`src/rtl/insertion_sort.sv`:
```
// ---------------------------------------------------------------------------
// insertion_sort
//   Sequential insertion sort of NUM_VALS unsigned elements, SIZE_DATA bits
//   each. The sort does one compare per clock. o_done rises after
//   2*(NUM_VALS-1) + (number of inversions in the input) edges.
//
// Ports
//   i_clk    rising-edge clock for all state
//   i_rst    asynchronous active-high reset
//   i_start  start request, accepted in IDLE or DONE
//   i_data   packed unsorted input, element k at [k*SIZE_DATA +: SIZE_DATA]
//   o_done   high while o_data holds a completed sorted result
//   o_data   registered sorted output, ascending, element 0 is the smallest
// ---------------------------------------------------------------------------
module insertion_sort #(
  parameter int NUM_VALS  = 8,
  parameter int SIZE_DATA = 8
) (
  input  logic                          i_clk,
  input  logic                          i_rst,
  input  logic                          i_start,
  input  logic [NUM_VALS*SIZE_DATA-1:0] i_data,
  output logic                          o_done,
  output logic [NUM_VALS*SIZE_DATA-1:0] o_data
);

  localparam int IW = $clog2(NUM_VALS);
  // One extra bit so the inner index can hold -1.
  localparam int JW = IW + 1;

  typedef enum logic [1:0] {IDLE, PICK, CMP, DONE} state_t;

  state_t                state_reg;
  logic [SIZE_DATA-1:0]  arr_reg [NUM_VALS];
  logic [SIZE_DATA-1:0]  key_reg;
  logic [IW-1:0]         i_reg;
  logic signed [JW-1:0]  j_reg;

  logic [IW-1:0]         j_idx;
  logic [IW-1:0]         jp1_idx;
  logic [SIZE_DATA-1:0]  arr_j;
  logic                  shift;
  logic                  last_i;

  assign j_idx   = j_reg[IW-1:0];
  assign jp1_idx = IW'(j_reg + JW'(1));
  // arr_j is meaningless when j = -1; the sign-bit guard masks it.
  assign arr_j   = arr_reg[j_idx];
  // Strict compare keeps equal elements in their original order.
  assign shift   = !j_reg[JW-1] && (arr_j > key_reg);
  assign last_i  = (i_reg == IW'(NUM_VALS - 1));

  always_ff @(posedge i_clk or posedge i_rst) begin
    if (i_rst) begin
      state_reg <= IDLE;
      o_done    <= 1'b0;
      o_data    <= '0;
      key_reg   <= '0;
      i_reg     <= '0;
      j_reg     <= '0;
      for (int k = 0; k < NUM_VALS; k++) begin
        arr_reg[k] <= '0;
      end
    end else begin
      case (state_reg)
        IDLE, DONE: begin
          // DONE holds o_done/o_data until a new start, which then behaves
          // exactly like a start from IDLE.
          if (i_start) begin
            for (int k = 0; k < NUM_VALS; k++) begin
              arr_reg[k] <= i_data[k*SIZE_DATA +: SIZE_DATA];
            end
            i_reg     <= IW'(1);
            o_done    <= 1'b0;
            state_reg <= PICK;
          end
        end

        PICK: begin
          key_reg   <= arr_reg[i_reg];
          j_reg     <= {1'b0, i_reg} - JW'(1);
          state_reg <= CMP;
        end

        CMP: begin
          if (shift) begin
            arr_reg[jp1_idx] <= arr_j;
            j_reg            <= j_reg - JW'(1);
          end else begin
            arr_reg[jp1_idx] <= key_reg;
            if (last_i) begin
              // The key write above lands on this same edge, so the output
              // is assembled from the array with the key already in place.
              for (int k = 0; k < NUM_VALS; k++) begin
                o_data[k*SIZE_DATA +: SIZE_DATA] <=
                  (jp1_idx == IW'(k)) ? key_reg : arr_reg[k];
              end
              o_done    <= 1'b1;
              state_reg <= DONE;
            end else begin
              i_reg     <= i_reg + IW'(1);
              state_reg <= PICK;
            end
          end
        end

        default: state_reg <= IDLE;
      endcase
    end
  end

endmodule

```
`config.mk`:
```
export PLATFORM = sky130hd
export DESIGN_NAME = insertion_sort
export DESIGN_NICKNAME = d
export VERILOG_FILES = /design/src/rtl/insertion_sort.sv
export SDC_FILE = /design/constraint.sdc
export NUM_CORES = 1
export LEC_CHECK = 0
export CAP_MARGIN = 15
export CORE_MARGIN = 5
export CORE_UTILIZATION = 26
export CTS_BUF_LIST = sky130_fd_sc_hd__clkbuf_16
export DETAILED_ROUTE_END_ITERATION = 8
export HOLD_SLACK_MARGIN = 0.05
export SKIP_LAST_GASP = 1
export SLEW_MARGIN = 20
export SYNTH_ARGS = -nofsm -noshare
export SYNTH_HDL_FRONTEND = slang
export SYNTH_SLANG_ARGS = --single-unit
```
`constraint.sdc`:
```
create_clock -name i_clk -period 4.5 [get_ports i_clk]
set_input_delay 0.675 -clock i_clk [delete_from_list [all_inputs] [get_ports i_clk]]
set_output_delay 0.675 -clock i_clk [all_outputs]
set_load 0.005 [all_outputs]
```
==> results of run 1 <==
[synthesized netlist by cell type (2+ instances only)]
| library cell | n | area (sq um) |
|---|---|---|
| a21oi_1 | 151 | 756 |
| a21oi_2 | 4 | 35.0 |
| a21oi_4 | 4 | 65.1 |
| a221oi_2 | 7 | 105 |
| a22oi_1 | 2 | 15.0 |
| a32oi_1 | 2 | 17.5 |
| and3_1 | 65 | 407 |
| and4_1 | 2 | 17.5 |
| buf_2 | 21 | 105 |
| buf_4 | 3 | 22.5 |
| buf_6 | 3 | 33.8 |
| clkbuf_1 | 30 | 113 |
| dfrtp_1 | 146 | 3650 |
| ha_1 | 20 | 250 |
| inv_1 | 16 | 60.1 |
| inv_2 | 2 | 7.51 |
| mux2i_1 | 91 | 911 |
| mux4_2 | 24 | 541 |
| nand2_1 | 28 | 105 |
| nand3_1 | 2 | 10.0 |
| nand4_1 | 2 | 12.5 |
| nor2_1 | 87 | 327 |
| nor2b_1 | 5 | 31.3 |
| nor3_1 | 3 | 15.0 |
| o21a_1 | 2 | 15.0 |
| o21ai_0 | 57 | 285 |
| o21ai_1 | 14 | 70.1 |
| o21ai_2 | 8 | 70.1 |
[per-stage QoR]
| stage | util | setup WS [ps] | hold WS [ps] |
|---|---|---|---|
| 5_1_grt | 0.338 | 323 | 554 |
| 2_1_floorplan | - | 1540 | 491 |
| 6_report | 0.338 | 584 | 526 |
| 3_5_place_dp | 0.317 | 609 | 520 |
| 4_1_cts | 0.338 | 583 | 534 |
| 3_3_place_gp | 0.317 | 709 | 509 |
[worst paths after layout]
path,endpoint,depth (start not counted),startpoint
hold reg to reg,o_data[21]$_DFFE_PP0P_,2,o_data[21]$_DFFE_PP0P_
hold / removal,o_data[21]$_DFFE_PP0P_,2,o_data[21]$_DFFE_PP0P_
min in group asynchronous,o_data[37]$_DFFE_PP0P_,2,i_rst
max in group asynchronous,o_data[0]$_DFFE_PP0P_,3,i_rst
setup reg to reg,arr_reg[18]$_DFFE_PP0P_,11,j_reg[0]$_DFFE_PP0P_
setup / recovery,arr_reg[18]$_DFFE_PP0P_,11,j_reg[0]$_DFFE_PP0P_
[layer usage]
metal / global-route usage / vias to the layer above
met5: 0 / -
met4: 0.0596 / 2
met3: 0.0369 / 49
met2: 0.291 / 241
met1: 0.217 / 3541
li1: - / 3215
[worst min-delay path: cells and delay by family, from the launching register on]
family | cells | cell delay [ps]
AOI/OAI and AO/OA | 1 | 100
and+or+nand+nor | 1 | 50
DFF | 1 | 340
[kinds of logic (layout without fill, tap and decap cells)]
logic type / after synthesis / count (layout) / synth area share
xor+xnor: 3 / 3 / 0.00502
buf+inv: 76 / 202 / 0.0420
compound gates: 258 / 258 / 0.181
mux: 116 / 116 / 0.178
fa+ha+maj: 20 / 20 / 0.0304
simple gates: 201 / 201 / 0.119
flops: 146 / 146 / 0.444
[cell type report]
| cell class | instances | area, sq um | share of cell area |
|---|---|---|---|
| multi-input combinational | 598 | 4260 | 0.401 |
| sequential | 146 | 3650 | 0.344 |
| timing repair buffer | 151 | 1470 | 0.139 |
| tap | 402 | 503 | 0.0474 |
| clock buffer | 17 | 425 | 0.0401 |
| clock inverter | 15 | 229 | 0.0216 |
| inverter | 19 | 75.1 | 0.00707 |
[where the power goes]
group          total, mW  internal, mW  switching [mW]
combinational       5.23          2.01            3.21
clock               1.62         0.992           0.625
sequential          2.36          1.74           0.619
==> summary.md, run 1 <==
| Metric | Value |
|---|---|
| Synthesized Nets | `907` |
| Antenna Nets Post-Route | `0` |
| Slew margin rel. | `0.328` |
| CTS tree | `done` |
| Static leakage | `4.96 nW` |
| Vias in the first global route | `7319` |
| Drt via density | `5.23` |
| Biggest cell delay along the critical path | `820 ps` |
| First-pass GRT wire length | `46.2 mm` |
| Minimum clock period | `3920 ps` |
| Crit path kind | `reg -> reg` |
| Clk pin slew, worst setup/hold paths | `70 ps` |
| R2r setup slk | `580 ps` |
| Die Height | `188 um` |
| Non-filler cells, final | `1348` |
| Seq/Total Area, Yosys | `0.444` |
| Met3 Wirelength | `1.82 mm` |
| Ports | `132` |
| Crit. End Element | `flop` |
| Largest net degree at the start of global routing | `80` |
| CTS hold repair buffers | `0` |
| Final Hold Vio Count | `0` |
| Total Nets Final | `1020` |
| TNS Setup | `0 ps` |
| Pins Over Slew Limit | `0` |
| Post-CTS setup repair buffer count | `0` |
| Worst-path cell chain | `mux4_2 -> nor2_1 -> a221oi_2 -> ha_1 -> and4_1 -> a21oi_1 -> o31a_1 -> and2_1 -> buf_4 -> a21oi_4 -> o21ai_0` |
| Layout cells sized above 1 | `0.116` |
| First drt pass iteration count | `5` |
| Max Freq | `0.255 GHz` |
| Max IR drop VDD | `0.573 mV` |
| Post-CTS resize count | `0` |
| GRT overflow | `0` |
| Clock tree buffer depth | `2` |
| All-Layer GR Usage | `0.171` |
| Cell variety after synth | `47` |
| Avg WL per Cell | `22.5 um` |
| H-tree depth | `4` |
| Class of the worst hold path | `reg -> reg` |
| Buffers on Ports | `131` |
| Top FF cell, synth | `dfrtp_1` |
| Asr flop ratio synth | `1.00` |
| Clock skew | `12.7 ps` |
| Family with the most delay on the worst path | `simple AND/OR/NAND/NOR gates` |
| Core area | `31400 sq um` |
| CP max-delay cell | `dfrtp_1` |
| CP Data Arrival Time | `4250 ps` |
| Fin area | `10600 sq um` |
| RSZ-0062 raised after global routing | `false` |
| Worst path bufs/invs | `1` |
| P&R area growth vs syn | `29.0%` |
| Post-Syn Area | `8230 sq um` |
| Pwr/cell area | `867 nW/um^2` |
| Routed Wire Length | `30.4 mm` |
| Die W | `188 um` |
| Initial core utilization | `0.262` |
| Met2 WL | `15.0 mm` |
| EDFF count, synth | `0` |
| Status | `completed` |
| CTS buffer count | `17` |
| Max Fanout on Critical Path | `13` |
| Cells after Synth | `820` |
| Worst Path Required | `4830 ps` |
| Max-cap violations | `0` |
| Total number of vias | `7048` |
| DRC viols | `0` |
| Placed cells | `1316` |
| Total power | `9.20 mW` |
| Yosys warns | `0` |
| Rows | `65` |
| Total die area | `35300 sq um` |
| Placed Area | `9960 sq um` |
| Most common cell after layout, fill and taps aside | `a21oi_1` |
| Initial antenna violation count | `1` |
| Metal-1 WL | `12.7 mm` |
| Worst Tran Pin Value | `1010 ps` |
| Highest metal used | `met5` |
| DRC marker count from the first detailed-route iteration | `794` |
| CP startpoint kind | `flop` |
| Layout fillers | `3218` |
| Sink Count | `146` |
| GPL Wtd Cong | `0.947` |
| Commonest non-fill, non-tap cells in the layout | `150 x a21oi_1, 146 x dfrtp_1, 131 x clkdlybuf4s50_1` |
| Mean post-synth cell area | `10.0 sq um` |
| Clock root cell | `clkbuf_16` |
| Clk_lat worst skew | `440 ps` |
| DP Wirelength | `22.3 mm` |
| Setup-failing EPs final | `0` |
| N_diodes | `0` |
| Period Utilization, post-route | `0.870` |
| Post-synthesis sequential element count | `146` |
Note: power is estimated with default switching activity, not from simulation.
==> run 2, diff against run 1 <==
==> constraint.sdc (replaced) <==
create_clock -name i_clk -period 3.8 [get_ports i_clk]
set_input_delay 0.57 -clock i_clk [delete_from_list [all_inputs] [get_ports i_clk]]
set_output_delay 0.57 -clock i_clk [all_outputs]
set_load 0.005 [all_outputs]
==> summary.md, run 2 (synthesis results as in run 1) <==
| Metric | Value |
|---|---|
| CP startpoint kind | `flop` |
| Slew margin rel. | `0.310 (-0.0174)` |
| Utilization after layout | `0.339 (+0.000916)` |
| First-pass GRT wire length | `45.3 mm (-1.9%)` |
| Worst reg2reg path startpoint | `j_reg[0]$_DFFE_PP0P_` |
| GPL Wtd Cong | `0.892 (-5.8%)` |
| Final Hold Vio Count | `0 (unchanged)` |
| First drt pass iteration count | `5 (unchanged)` |
| Largest net degree at the start of global routing | `129 (+61%)` |
| Ports | `132 (unchanged)` |
| Max IR drop VDD | `0.635 mV (+11%)` |
| Sink Count | `146 (unchanged)` |
| Total number of vias | `7191 (+2.0%)` |
| Layout cells sized above 1 | `0.126 (+0.00938)` |
| Commonest non-fill, non-tap cells in the layout | `150 x a21oi_1, 146 x dfrtp_1, 131 x clkdlybuf4s50_1` |
| Post-CTS setup repair buffer count | `0 (unchanged)` |
| Status | `completed` |
| GRT overflow | `0 (unchanged)` |
| Pins Over Slew Limit | `0 (unchanged)` |
| Avg WL per Cell | `22.3 um (-0.94%)` |
| Clock skew | `8.43 ps (-4.27 ps)` |
| Minimum clock period | `3340 ps (-572 ps)` |
| Critical Path Source | `j_reg[0]$_DFFE_PP0P_` |
| Clock root cell | `clkbuf_16` |
| Drt via density | `5.30 (+1.4%)` |
| TNS Setup | `0 ps (unchanged)` |
| Clock tree buffer depth | `2 (unchanged)` |
| R2r setup slk | `460 ps (-130 ps)` |
| Initial antenna violation count | `0 (-1)` |
| Clk_lat worst skew | `440 ps (about the same)` |
| Worst Path Required | `4170 ps (-660 ps)` |
| Max-cap violations | `0 (unchanged)` |
| Total die area | `35300 sq um (unchanged)` |
| Max Freq | `0.299 GHz (+17%)` |
| N_diodes | `0 (unchanged)` |
| DRC viols | `0 (unchanged)` |
| CTS buffer count | `17 (unchanged)` |
| Setup-failing EPs final | `0 (unchanged)` |
| Worst Tran Pin Value | `1030 ps (+26.2 ps)` |
| Post-CTS resize count | `0 (unchanged)` |
| Static leakage | `4.99 nW (+0.47%)` |
| DRC marker count from the first detailed-route iteration | `557 (-30%)` |
| Pwr/cell area | `1050 nW/um^2 (+22%)` |
| CTS tree | `done` |
| Total Nets Final | `1029 (+0.88%)` |
| R2R depth | `12 (+1)` |
| Period Utilization, post-route | `0.880 (+0.00968)` |
| Initial core utilization | `0.262 (unchanged)` |
| DP Wirelength | `21.7 mm (-2.5%)` |
| Max Fanout on Critical Path | `52 (+39)` |
| Most common cell after layout, fill and taps aside | `a21oi_1` |
| RSZ-0062 raised after global routing | `false` |
| CTS hold repair buffers | `0 (unchanged)` |
| Die W | `188 um (unchanged)` |
| P&R area growth vs syn | `29.3%` |
| Buffers on Ports | `131 (unchanged)` |
| Core area | `31400 sq um (unchanged)` |
| Class of the worst hold path | `in -> async` |
| Die Height | `188 um (unchanged)` |
| CP Data Arrival Time | `3710 ps (-540 ps)` |
| Worst setup path end | `o_data[45]$_DFFE_PP0P_` |
| Total power | `11.2 mW (+22%)` |
| Placed Area | `10100 sq um (+0.93%)` |
| All-Layer GR Usage | `0.169 (-0.00284)` |
| R2R Path End | `o_data[45]$_DFFE_PP0P_` |
| Crit. End Element | `flop` |
| Clk pin slew, worst setup/hold paths | `70 ps (about the same)` |
| H-tree depth | `4 (unchanged)` |
| Vias in the first global route | `7227 (-1.3%)` |
| Fin area | `10600 sq um (+0.27%)` |
| Routed Wire Length | `30.3 mm (-0.28%)` |
| Antenna Nets Post-Route | `0 (unchanged)` |
| Crit path kind | `reg -> reg` |
| Rows | `65 (unchanged)` |
-- run 2: cell count changes in the layout (fill, tap and decap cells not counted), sizes merged --
cell      change
bufinv        -4
clkinvlp      -1
inv           +4
buf           +9
clkinv        +1
-- run 2: layout make-up --
| cell class | instances | area [sq um] |
|---|---|---|
| Timing Repair Buffer | 160 | 1570 |
| Clock buffer | 17 | 425 |
| Clock inverter | 15 | 165 |
| Sequential cell | 146 | 3650 |
| Fill cell | 3211 | 20700 |
| Tap cell | 402 | 503 |
| Inverter | 19 | 75.1 |
| Multi-Input combinational cell | 598 | 4260 |
-- run 2: worst min-delay path by stage --
stage                      startpoint                endpoint  slack [ps]  depth (start not counted)
5_1_grt                         i_rst  o_data[35]$_DFFE_PP0P_         520                          2
6_report                        i_rst  o_data[35]$_DFFE_PP0P_         490                          2
3_3_place_gp   o_data[36]$_DFFE_PP0P_  o_data[36]$_DFFE_PP0P_         510                          2
2_1_floorplan  arr_reg[8]$_DFFE_PP0P_  arr_reg[8]$_DFFE_PP0P_         490                          2
3_5_place_dp   o_data[12]$_DFFE_PP0P_  o_data[12]$_DFFE_PP0P_         520                          2
4_1_cts                         i_rst  o_data[35]$_DFFE_PP0P_         500                          2
-- run 2: worst max-delay path, cell delays in order (launching register included) --
cell	delay (ps)
dfrtp_1	340
buf_4	180
mux4_2	540
nor2_1	200
a221oi_2	90
ha_1	320
and4_1	230
o31a_1	290
buf_4	190
a21oi_4	190
buf_4	440
nor2_1	90
a21oi_1	130
-- run 2: metrics by stage --
step	instances	hold slack (ps)	setup slack (ps)
6_report	1357	487	457
5_1_grt	1357	519	293
4_1_cts	1357	502	454
3_5_place_dp	1325	518	467
3_3_place_gp	1325	506	497
2_1_floorplan	820	491	845
-- run 2: metal layers --
layer | GRT usage | vias to the layer above | part of all wire
met5 | 0 | - | 0
met1 | 0.219 | 3636 | 0.42
li1 | - | 3235 | -
met2 | 0.286 | 276 | 0.49
met4 | 0.0488 | 0 | 0.020
met3 | 0.0337 | 44 | 0.061
-- run 2: where the power goes --
part	total, mW	internal [mW]	switching (mW)
sequential	2.75	2.06	0.684
combinational	6.72	2.62	4.10
clock	1.75	0.938	0.814
total	11.2	5.62	5.60
==> run 3, diff against run 2 <==
--- a/config.mk
+++ b/config.mk
@@ -10,6 +10,7 @@
 export CORE_UTILIZATION = 26
 export CTS_BUF_LIST = sky130_fd_sc_hd__clkbuf_16
 export DETAILED_ROUTE_END_ITERATION = 8
+export GPL_TIMING_DRIVEN = 0
 export HOLD_SLACK_MARGIN = 0.05
 export SKIP_LAST_GASP = 1
 export SLEW_MARGIN = 20
==> summary.md, run 3 (synthesis results as in run 1) <==
| Metric | Value |
|---|---|
| Grt met3 use | `0.0423 (+0.00856)` |
| CTS tree | `done` |
| First drt pass iteration count | `6 (+1)` |
| Layout fillers | `3182 (-0.90%)` |
| Register share of total power | `0.232 (-0.013)` |
| CTS buffer count | `17 (unchanged)` |
| Family with the most delay on the worst path | `compound AO/OA/AOI/OAI gates` |
| Routed Wire Length | `32.2 mm (+6.5%)` |
| CTS hold repair buffers | `0 (unchanged)` |
| Antenna Nets Post-Route | `0 (unchanged)` |
| CP startpoint kind | `flop` |
| Final Hold Vio Count | `0 (unchanged)` |
| Avg WL per Cell | `23.1 um (+3.7%)` |
| Max-cap violations | `0 (unchanged)` |
| Worst-path cell chain | `buf_4 -> buf_2 -> mux2i_1 -> a221oi_2 -> ha_1 -> and4_1 -> o31a_1 -> and2_1 -> buf_6 -> buf_6 -> a21oi_4 -> o21ai_1` |
| Clock root cell | `clkbuf_16` |
| Static leakage | `5.08 nW (+1.9%)` |
| P_sw | `5.69 mW (+1.7%)` |
| Ports | `132 (unchanged)` |
| Total number of vias | `7396 (+2.9%)` |
| Sink Count | `146 (unchanged)` |
| Crit path kind | `reg -> reg` |
| Layout cells sized above 1 | `0.127 (+0.00149)` |
| Die W | `188 um (unchanged)` |
| Status | `completed` |
| Drt via density | `5.31 (+0.12%)` |
| Crit. End Element | `flop` |
| Vias in the first global route | `7459 (+3.2%)` |
| Internal Pwr Total | `5.62 mW (about the same)` |
| Slew margin rel. | `0.285 (-0.0258)` |
| Utilization after layout | `0.345 (+0.00602)` |
| Clk pin slew, worst setup/hold paths | `70 ps (about the same)` |
| Most common cell after layout, fill and taps aside | `a21oi_1` |
| Critical Path Stages | `12 (unchanged)` |
| Core area | `31400 sq um (unchanged)` |
| H-tree depth | `4 (unchanged)` |
| Most used routing layer | `met2` |
| Biggest cell delay along the critical path | `450 ps (-90 ps)` |
| Total Nets Final | `1065 (+3.5%)` |
| Most frequent CP cell | `buf_6` |
| Largest net degree at the start of global routing | `31 (-76%)` |
| Clock tree buffer depth | `2 (unchanged)` |
| Worst Path Required | `4100 ps (-70 ps)` |
| All-Layer GR Usage | `0.180 (+0.0110)` |
| Max Freq | `0.279 GHz (-6.7%)` |
| Class of the worst hold path | `reg -> reg` |
| Die Height | `188 um (unchanged)` |
| P&R area growth vs syn | `31.6%` |
| Period Utilization, post-route | `0.943 (+0.0628)` |
| Pwr/cell area | `1040 nW/um^2 (-0.93%)` |
| Placed Area | `10200 sq um (+1.0%)` |
| DRC viols | `0 (unchanged)` |
| DP Wirelength | `24.0 mm (+10%)` |
| Clock share of power | `0.154 (-0.002)` |
| Initial antenna violation count | `3 (+3)` |
| Hold Path Cell Cnt | `2` |
| Rows | `65 (unchanged)` |
| R2R depth | `12 (unchanged)` |
| Max IR drop VDD | `0.713 mV (+12%)` |
| CP Data Arrival Time | `3880 ps (+170 ps)` |
| Total die area | `35300 sq um (unchanged)` |
| Buffers on Ports | `131 (unchanged)` |
| Total power | `11.3 mW (+0.83%)` |
| Combinational power share | `0.614 (+0.015)` |
| Clk_lat worst skew | `440 ps (about the same)` |
| Switch share | `0.503 (+0.00457)` |
| CP max-delay cell | `a221oi_2` |
| Clock skew | `14.2 ps (+5.80 ps)` |
| DRC marker count from the first detailed-route iteration | `664 (+19%)` |
| Setup-failing EPs final | `0 (unchanged)` |
| First-pass GRT wire length | `47.7 mm (+5.3%)` |
| Worst path bufs/invs | `4 (+1)` |
| GPL Wtd Cong | `0.954 (+6.9%)` |
| Commonest non-fill, non-tap cells in the layout | `151 x a21oi_1, 145 x dfrtp_1, 131 x clkdlybuf4s50_1` |
| Fin area | `10800 sq um (+1.8%)` |
| Initial core utilization | `0.262 (unchanged)` |
| Pins Over Slew Limit | `0 (unchanged)` |
| GR Util met2 | `0.293 (+0.00725)` |
| Max Fanout on Critical Path | `10 (-81%)` |
| Worst Tran Pin Value | `1070 ps (+38.7 ps)` |
| Minimum clock period | `3580 ps (+239 ps)` |
| Met1 Usage GRT | `0.227 (+0.00814)` |
| GRT overflow | `0 (unchanged)` |
## run 3: cell count changes in the layout (fill, tap and decap cells not counted), sizes merged
cell	previous run	this run
clkinvlp	3	4
diode	0	1
clkinv	3	5
buf	29	34
bufinv	1	2
inv	27	23
clkbuf	17	48
## run 3: through the flow
step / hold slack (ps) / std cells / worst slack [ps] / setup TNS (ps)
after global routing: 560 / 1393 / -2.19 / -2.62
after floorplan: 491 / 820 / 845 / 0
after detailed placement: 519 / 1358 / 30.0 / 0
after CTS: 533 / 1390 / 58.8 / 0
final: 527 / 1394 / 218 / 0
after global placement: 509 / 1353 / 9.99 / 0
## run 3: metal layers
| layer | share of wire | routed length, um |
|---|---|---|
| met3 | 0.072 | 2310 |
| met4 | 0.042 | 1370 |
| met1 | 0.41 | 13100 |
| met5 | 0.00074 | 24 |
| met2 | 0.48 | 15400 |
## run 3: worst paths after layout
path	start	end	slack, ps
max in group asynchronous	i_rst	arr_reg[53]$_DFFE_PP0P_	2260
min in group asynchronous	i_rst	arr_reg[10]$_DFFE_PP0P_	560
worst max register to register	j_reg[1]$_DFFE_PP0P_	arr_reg[25]$_DFFE_PP0P_	220
worst max-delay path	j_reg[1]$_DFFE_PP0P_	arr_reg[25]$_DFFE_PP0P_	220
worst min register to register	o_data[37]$_DFFE_PP0P_	o_data[37]$_DFFE_PP0P_	530
worst min-delay path	o_data[37]$_DFFE_PP0P_	o_data[37]$_DFFE_PP0P_	530
## run 3: final cells by class
type	count	area, sq um	share of cell area
clock inverter	15	174	0.0161
buffer	57	278	0.0256
clock buffer	17	425	0.0393
antenna	1	2.50	0.000231
sequential	146	3650	0.337
tap	402	503	0.0464
timing repair buffer	139	1450	0.134
inverter	19	75.1	0.00693
multi-input combinational	598	4270	0.394
## run 3: power groups by stage
stage               Combinational, mW  Sequential (mW)  Clock, mW
floorplan                        4.27             2.39          0
global placement                 6.47             2.60          0
detailed placement               6.53             2.62          0
CTS                              6.58             2.60       1.76
global route                     7.35             2.67       1.84
finish                           6.94             2.62       1.75
## run 3: worst register-to-register path, stage by stage, from the launching register on
cell,delay (ps)
dfrtp_1,420
buf_4,230
buf_2,340
mux2i_1,160
a221oi_2,450
ha_1,320
and4_1,170
o31a_1,300
and2_1,170
buf_6,140
buf_6,170
a21oi_4,430
o21ai_1,150
## run 3: what timing repair did
item                                   CTS  global route
buffers inserted                         0             3
resized for setup                        1             7
endpoints found under the hold margin    0             0
setup endpoints to repair                4            86
pin swaps                                0             2
